==> config.mk <==
export PLATFORM = sky130hd
export DESIGN_NAME = iter_mdu_flat
export DESIGN_NICKNAME = d
export VERILOG_FILES = /design/src/rtl/mdu_pkg.sv /design/src/rtl/iter_mdu_if.sv /design/src/rtl/mdu_iter_core.sv /design/src/rtl/iter_mdu.sv /design/src/flat_wrapper.sv
export SDC_FILE = /design/constraint.sdc
export NUM_CORES = 1
export LEC_CHECK = 0
export CAP_MARGIN = 20
export CORE_MARGIN = 1.5
export CORE_UTILIZATION = 45
export CTS_BUF_LIST = sky130_fd_sc_hd__clkbuf_4
export DETAILED_ROUTE_END_ITERATION = 6
export HOLD_SLACK_MARGIN = 0.06
export PLACE_DENSITY_LB_ADDON = 0.08
export SYNTH_ARGS = -nofsm -noshare
export SYNTH_HDL_FRONTEND = slang
export SYNTH_SLANG_ARGS = --single-unit
export TNS_END_PERCENT = 50
==> constraint.sdc <==
create_clock -name clk -period 8.1 [get_ports clk]
set_clock_uncertainty 0.2 [all_clocks]
set_input_delay 1.62 -clock clk [delete_from_list [all_inputs] [get_ports clk]]
set_output_delay 1.62 -clock clk [all_outputs]
set_load 0.02 [all_outputs]
==> src/rtl/mdu_pkg.sv <==
// Op codes, state encoding and decode helpers shared by the MDU, the decoder and the stall unit.
package mdu_pkg;

  localparam logic [3:0] MDU_NOP   = 4'd0;
  localparam logic [3:0] MDU_MULT  = 4'd1;
  localparam logic [3:0] MDU_MULTU = 4'd2;
  localparam logic [3:0] MDU_DIV   = 4'd3;
  localparam logic [3:0] MDU_DIVU  = 4'd4;
  localparam logic [3:0] MDU_MFHI  = 4'd5;
  localparam logic [3:0] MDU_MFLO  = 4'd6;
  localparam logic [3:0] MDU_MTHI  = 4'd7;
  localparam logic [3:0] MDU_MTLO  = 4'd8;
  localparam logic [3:0] MDU_MADD  = 4'd9;
  localparam logic [3:0] MDU_MADDU = 4'd10;
  localparam logic [3:0] MDU_MSUB  = 4'd11;
  localparam logic [3:0] MDU_MSUBU = 4'd12;

  localparam logic [1:0] ST_IDLE  = 2'd0;
  localparam logic [1:0] ST_ITER  = 2'd1;
  localparam logic [1:0] ST_FIXUP = 2'd2;

  function automatic logic is_long_op(input logic [3:0] op);
    return op inside {MDU_MULT, MDU_MULTU, MDU_DIV, MDU_DIVU,
                      MDU_MADD, MDU_MADDU, MDU_MSUB, MDU_MSUBU};
  endfunction

  function automatic logic is_signed_op(input logic [3:0] op);
    return op inside {MDU_MULT, MDU_DIV, MDU_MADD, MDU_MSUB};
  endfunction

  function automatic logic is_div_op(input logic [3:0] op);
    return op inside {MDU_DIV, MDU_DIVU};
  endfunction

endpackage

==> src/rtl/iter_mdu_if.sv <==
// Issue/result bundle between the EX stage and the MDU.
interface iter_mdu_if #(parameter int WIDTH = 32);
  logic             flush;
  logic [WIDTH-1:0] A;
  logic [WIDTH-1:0] B;
  logic [3:0]       MDUop;
  logic             start;
  logic             busy;
  logic [WIDTH-1:0] MDUresult;

  modport master (output flush, A, B, MDUop, input start, busy, MDUresult);
  modport slave  (input flush, A, B, MDUop, output start, busy, MDUresult);
endinterface

==> src/rtl/mdu_iter_core.sv <==
// Unsigned magnitude datapath: shift-add multiply and restoring divide, one bit per step.
module mdu_iter_core #(
  parameter int WIDTH = 32,
  parameter int CNT_W = 6
) (
  input  logic               clk,
  input  logic               reset,
  input  logic               clr_i,
  input  logic               load_i,
  input  logic               is_div_i,
  input  logic [WIDTH-1:0]   a_mag_i,
  input  logic [WIDTH-1:0]   b_mag_i,
  input  logic               step_i,
  output logic               done_o,
  output logic [2*WIDTH-1:0] res_o
);

  logic [2*WIDTH-1:0] acc_q, acc_d;
  logic [WIDTH-1:0]   bq_q;
  logic [CNT_W-1:0]   cnt_q;
  logic               div_q;

  logic [WIDTH:0]     add_sum;
  logic [WIDTH:0]     rem_sh;
  logic [WIDTH:0]     diff;

  // mul: acc = {partial, multiplier}; div: acc = {remainder, dividend/quotient}
  always_comb begin
    add_sum = {1'b0, acc_q[2*WIDTH-1:WIDTH]} + {1'b0, bq_q};
    rem_sh  = acc_q[2*WIDTH-1:WIDTH-1];
    diff    = rem_sh - {1'b0, bq_q};
    acc_d   = acc_q;
    if (div_q) begin
      if (diff[WIDTH]) acc_d = {rem_sh[WIDTH-1:0], acc_q[WIDTH-2:0], 1'b0};
      else             acc_d = {diff[WIDTH-1:0],   acc_q[WIDTH-2:0], 1'b1};
    end else begin
      if (acc_q[0]) acc_d = {add_sum, acc_q[WIDTH-1:1]};
      else          acc_d = {1'b0, acc_q[2*WIDTH-1:1]};
    end
  end

  always_ff @(posedge clk or negedge reset) begin
    if (!reset) begin
      acc_q <= '0;
      bq_q  <= '0;
      cnt_q <= '0;
      div_q <= 1'b0;
    end else if (clr_i) begin
      cnt_q <= '0;
    end else if (load_i) begin
      acc_q <= {{WIDTH{1'b0}}, a_mag_i};
      bq_q  <= b_mag_i;
      div_q <= is_div_i;
      cnt_q <= CNT_W'(WIDTH);
    end else if (step_i && cnt_q != '0) begin
      acc_q <= acc_d;
      cnt_q <= cnt_q - CNT_W'(1);
    end
  end

  assign done_o = (cnt_q == '0);
  assign res_o  = acc_q;

endmodule

==> src/rtl/iter_mdu.sv <==
// Iterative MDU: owns HI/LO, operand sign handling, result fix-up, flush and the issue handshake.
module iter_mdu
  import mdu_pkg::*;
#(
  parameter int WIDTH = 32,
  parameter int CNT_W = 6
) (
  input  logic  clk,
  input  logic  reset,
  iter_mdu_if.slave bus
);

  logic               busy_q, busy_d;
  logic [3:0]         op_q;
  logic               sa_q, sb_q, bz_q;
  logic [WIDTH-1:0]   hi_q, hi_d, lo_q, lo_d;
  logic [1:0]         state;

  logic               start;
  logic               a_neg, b_neg;
  logic [WIDTH-1:0]   a_mag, b_mag;
  logic               done;
  logic [2*WIDTH-1:0] res, prod, mac;
  logic [WIDTH-1:0]   quo_f, rem_f;

  assign start = is_long_op(bus.MDUop) & ~busy_q & ~bus.flush;
  assign a_neg = is_signed_op(bus.MDUop) & bus.A[WIDTH-1];
  assign b_neg = is_signed_op(bus.MDUop) & bus.B[WIDTH-1];
  assign a_mag = a_neg ? -bus.A : bus.A;
  assign b_mag = b_neg ? -bus.B : bus.B;

  always_comb begin
    state = ST_IDLE;
    if (busy_q) state = done ? ST_FIXUP : ST_ITER;
  end

  mdu_iter_core #(.WIDTH(WIDTH), .CNT_W(CNT_W)) u_core (
    .clk      (clk),
    .reset    (reset),
    .clr_i    (bus.flush),
    .load_i   (start),
    .is_div_i (is_div_op(bus.MDUop)),
    .a_mag_i  (a_mag),
    .b_mag_i  (b_mag),
    .step_i   ((state == ST_ITER) & ~bus.flush),
    .done_o   (done),
    .res_o    (res)
  );

  // Zero divisor keeps the all-ones quotient unsigned so LO is all-ones whatever the dividend sign.
  assign prod  = (sa_q ^ sb_q) ? -res : res;
  assign quo_f = (sa_q ^ sb_q) & ~bz_q ? -res[WIDTH-1:0] : res[WIDTH-1:0];
  assign rem_f = sa_q ? -res[2*WIDTH-1:WIDTH] : res[2*WIDTH-1:WIDTH];

  always_comb begin
    mac = prod;
    case (op_q)
      MDU_MADD, MDU_MADDU: mac = {hi_q, lo_q} + prod;
      MDU_MSUB, MDU_MSUBU: mac = {hi_q, lo_q} - prod;
      default:             mac = prod;
    endcase
  end

  always_comb begin
    hi_d   = hi_q;
    lo_d   = lo_q;
    busy_d = busy_q;
    if (bus.flush) begin
      busy_d = 1'b0;
    end else if (start) begin
      busy_d = 1'b1;
    end else if (state == ST_FIXUP) begin
      busy_d = 1'b0;
      if (is_div_op(op_q)) {hi_d, lo_d} = {rem_f, quo_f};
      else                 {hi_d, lo_d} = mac;
    end else if (!busy_q) begin
      if (bus.MDUop == MDU_MTHI) hi_d = bus.A;
      if (bus.MDUop == MDU_MTLO) lo_d = bus.A;
    end
  end

  always_ff @(posedge clk or negedge reset) begin
    if (!reset) begin
      busy_q <= 1'b0;
      op_q   <= MDU_NOP;
      sa_q   <= 1'b0;
      sb_q   <= 1'b0;
      bz_q   <= 1'b0;
      hi_q   <= '0;
      lo_q   <= '0;
    end else begin
      busy_q <= busy_d;
      hi_q   <= hi_d;
      lo_q   <= lo_d;
      if (start) begin
        op_q <= bus.MDUop;
        sa_q <= a_neg;
        sb_q <= b_neg;
        bz_q <= (bus.B == '0);
      end
    end
  end

  always_comb begin
    bus.MDUresult = '0;
    if (bus.MDUop == MDU_MFHI) bus.MDUresult = hi_q;
    if (bus.MDUop == MDU_MFLO) bus.MDUresult = lo_q;
  end

  assign bus.start = start;
  assign bus.busy  = busy_q;

endmodule

==> src/flat_wrapper.sv <==
// flat-port wrapper written by rule: the top's interface ports become plain ports
module iter_mdu_flat import mdu_pkg::*;
#(
  parameter int WIDTH = 32,
  parameter int CNT_W = 6
)
  (clk, reset, bus_flush, bus_A, bus_B, bus_MDUop, bus_start, bus_busy, bus_MDUresult);
  iter_mdu_if #(.WIDTH(WIDTH)) bus_i ();
  input  logic clk;
  input  logic reset;
  input wire logic [$bits(bus_i.flush)-1:0] bus_flush;
  input wire logic [$bits(bus_i.A)-1:0] bus_A;
  input wire logic [$bits(bus_i.B)-1:0] bus_B;
  input wire logic [$bits(bus_i.MDUop)-1:0] bus_MDUop;
  output wire logic [$bits(bus_i.start)-1:0] bus_start;
  output wire logic [$bits(bus_i.busy)-1:0] bus_busy;
  output wire logic [$bits(bus_i.MDUresult)-1:0] bus_MDUresult;
  assign bus_i.flush = bus_flush;
  assign bus_i.A = bus_A;
  assign bus_i.B = bus_B;
  assign bus_i.MDUop = bus_MDUop;
  assign bus_start = bus_i.start;
  assign bus_busy = bus_i.busy;
  assign bus_MDUresult = bus_i.MDUresult;
  iter_mdu #(.WIDTH(WIDTH), .CNT_W(CNT_W)) u_core (.clk(clk), .reset(reset), .bus(bus_i));
endmodule
==> reports/results.tsv <==
stage	metric	value	unit
cts	cts_tree	done	
cts	ctsHoldBuffers	0	
grt	grt_pass1_wl	142	mm
synthesis	ys_warn_count	0	
die	die_area	51400	sq um
finish	final_cell_mix	nand2_1 (335), a21oi_1 (258), o21ai_0 (258)	
worst_hold_path	hold_depth	2	
cts	insertion_delay	0.80	ns
synthesis	synth_area_leaders	dfrtp_1 (19%), xnor2_1 (7.9%), ha_1 (7.3%)	
synthesis	ys_ff_latch	175	
die	die_h	227	um
setup_path	cp-end-kind	flip-flop	
finish	instances_no_fill	3677	
synthesis	synth_nets	3261	
synthesis	synth_area_leader_cell	dfrtp_1	
setup_path	required	8.64	ns
grt	grt_use_total	0.372	
finish	multiInputGateArea	17000	sq um
routing	avgRoutedWirePerCell	25.9	um
place	gp_congestion	0.997	
timing	period_share	0.946	
die	rows	81	
cts	htree_levels	4	
setup_path	r2r_cells	21	
grt	antenna_found_initial	2	
place	io_buffers	104	
timing	fin_setup_tns	0	ns
synthesis	postSynthAreaPerCell	7.37	sq um
synthesis	synthFlopType	dfrtp_1	
finish	syn_to_final_growth	7.94	%
timing	slew_viol_final	0	
cts	path_clk_slew	0.21	ns
synthesis	synth-edff-count	0	
cts	root_buffer	clkbuf_4	
grt	grt_pass1_vias	22000	
synthesis	synth_area	22500	sq um
timing	final_hold_viol_count	0	
synthesis	synth_cells	3055	
finish	final_common_cell	nand2_1	
routing	route.vias.total	23900	
die	core-area	49200	sq um
timing	holdWs	0.336	ns
timing	slew_headroom	0.311	
routing	routed_wl	95.3	mm
timing	grt_setup_unrepaired	false	
cts	numCtsBuffers	17	
synthesis	yosysSeqAreaShare	0.195	
routing	via_per_inst	6.51	
setup_path	cp.arrival	8.20	ns
finish	num-fill-cells	4951	
synthesis	async_flop_share	1.00	
routing	drt_first_pass_iters	7	
timing	fin_crit	7.66	ns
finish	regArea	4380	sq um
routing	ant_nets	0	
run	maxCapViolations	0	
cts	clkSinkCount	175	
setup_path	worst_path_most_repeated_cell	nand3_1	
die	start_util	0.458	
status	violations	design-rule violations	
setup_path	cp_slowest_cell	or4_1	
setup_path	cp_cell_sequence	or4_1, nor4_1, nand3_1, o21ai_0, xor2_1, nand4_2, or4_4, or2_4, o21ai_1, xnor2_1, ha_1, and2_1, nand3_1, nor4_1, nand3_1, nor3_1, o21ai_0, a31oi_1, a21oi_1, o31a_1, a22oi_1	
setup_path	cpPeakStageDelay	0.83	ns
die	ios	105	
place	hpwlAfterDp	74.5	mm
finish	fin_nets	3204	
status	status	finished, violations left	
worst_hold_path	min_path_type	reg -> reg	
die	die_w	227	um
synthesis	yosys.cell_types.count	93	
timing	setup_violations	0	
grt	grt_overflow_total	0	
cts	clockBufferDepth	2	
setup_path	crit_path_max_fanout	14	
timing	tightest_slew	1.03	ns
finish	drive_gt1_frac	0.0515	
routing	drtIter0Drc	2767	
setup_path	worstSetupStartpointType	flip-flop	
synthesis	synth.top_cell.area_share	0.195	
grt	grt_start_max_net_pins	135	
place	placedCellCount	3641	
routing	drc_errors	1	
setup_path	worst-setup-path-type	reg -> reg	
timing	max_freq	0.131	GHz
==> per-stage QoR <==
stage | area [sq um] | util | setup WS (ns)
finish | 24300 | 0.494 | 0.441
global route | 24300 | 0.494 | 0.00657
CTS | 24200 | 0.493 | 0.589
detailed placement | 23900 | 0.486 | 0.600
global placement | 23900 | 0.486 | 0.656
floorplan | 22500 | - | 1.31
==> layout make-up <==
type,instances,share of cell area
Timing Repair Buffer,149,0.0580
Clock buffer,17,0.00525
Inverter,100,0.0155
Multi-Input combinational cell,2555,0.698
Clock inverter,15,0.00860
Tap cell,664,0.0342
Antenna cell,2,0.000206
Sequential cell,175,0.180
==> metal layers <==
metal,GRT usage,part of all wire,up-vias
met5,0,0,-
met4,0.168,0.048,0
met3,0.0767,0.089,182
met2,0.546,0.42,1208
met1,0.523,0.44,11500
li1,-,-,11000
==> repair_timing <==
action                     4_1_cts  5_1_grt
setup buffers                    0        1
setup endpoints to repair        0        1
resized for setup                0        1
==> path summary, 6_finish.rpt <==
kind,start,end,slack [ns]
worst max-delay path,u_core.u_core.res_o[6],u_core.hi_q[30],0.44
worst min-delay path,u_core.op_q[1],u_core.op_q[1],0.34
worst max register to register,u_core.u_core.res_o[6],u_core.hi_q[30],0.44
worst min register to register,u_core.op_q[1],u_core.op_q[1],0.34
max in group asynchronous,reset,u_core.hi_q[31],5.37
min in group asynchronous,reset,u_core.u_core.cnt_q[1],0.71
==> cell families (layout without fill, tap and decap cells) <==
logic type                 count (synthesis)  in the layout  synth area share
AOI/OAI and AO/OA                       1040           1040             0.299
xor gates and xnor gates                 352            352             0.138
adders and majority gates                135            135            0.0761
buffers and inverters                    325            281            0.0555
DFF                                      175            175             0.195
muxes                                     72             72            0.0328
other                                      0              2                 0
and+or+nand+nor                          956            956             0.204
==> worst max-delay path: cells and delay by family, from the launching register on <==
family / cells / cell delay, ns
AO/OA/AOI/OAI: 7 / 1.81
XOR/XNOR: 2 / 0.58
adder cells (fa/ha/maj): 1 / 0.44
flip-flops: 1 / 0.64
AND/OR/NAND/NOR: 11 / 3.93
==> sequential cells by signal (all words and copies together), names as in the netlist <==
name and flops:
u_core.bus.busy 1, u_core.bz_q 1, u_core.hi_q 32, u_core.lo_q 32, u_core.op_q 4, u_core.sa_q 1, u_core.sb_q 1, u_core.u_core.bq_q 32
u_core.u_core.cnt_q 6, u_core.u_core.div_q 1, u_core.u_core.res_o 64
==> synthesized netlist by cell type (7+ instances only) <==
cell type    n
o211ai_1    52
or3_1       20
a221oi_1    11
mux2i_1     59
nand3_1     49
o21ai_0    259
and3_1      23
buf_1       16
a32o_1       7
o221ai_1    22
a41oi_1     11
nor4_1      28
a22oi_1      9
a22o_1      38
a211o_1      9
and2_1      22
nor2_1     244
o31ai_1     35
dfrtp_1    175
nand4_1     35
nor2b_1     24
o21a_1      18
nand2b_1    21
a2111oi_0    9
clkbuf_1   200
o41ai_1      7
mux2_2      12
a31o_2       9
a21oi_1    258
ha_1       132
a221o_1     11
a211oi_1    40
a21o_1      97
o21bai_1    24
or4_1       11
a31oi_1     54
nor3_1      74
nand3b_1     7
o22ai_1     10
nand2_1    337
xnor2_1    204
xor2_1     145
inv_1      100
or2_2       11
Power is not shown: default switching activity piles up to over one toggle a cycle in this logic, so the estimate is an artifact.
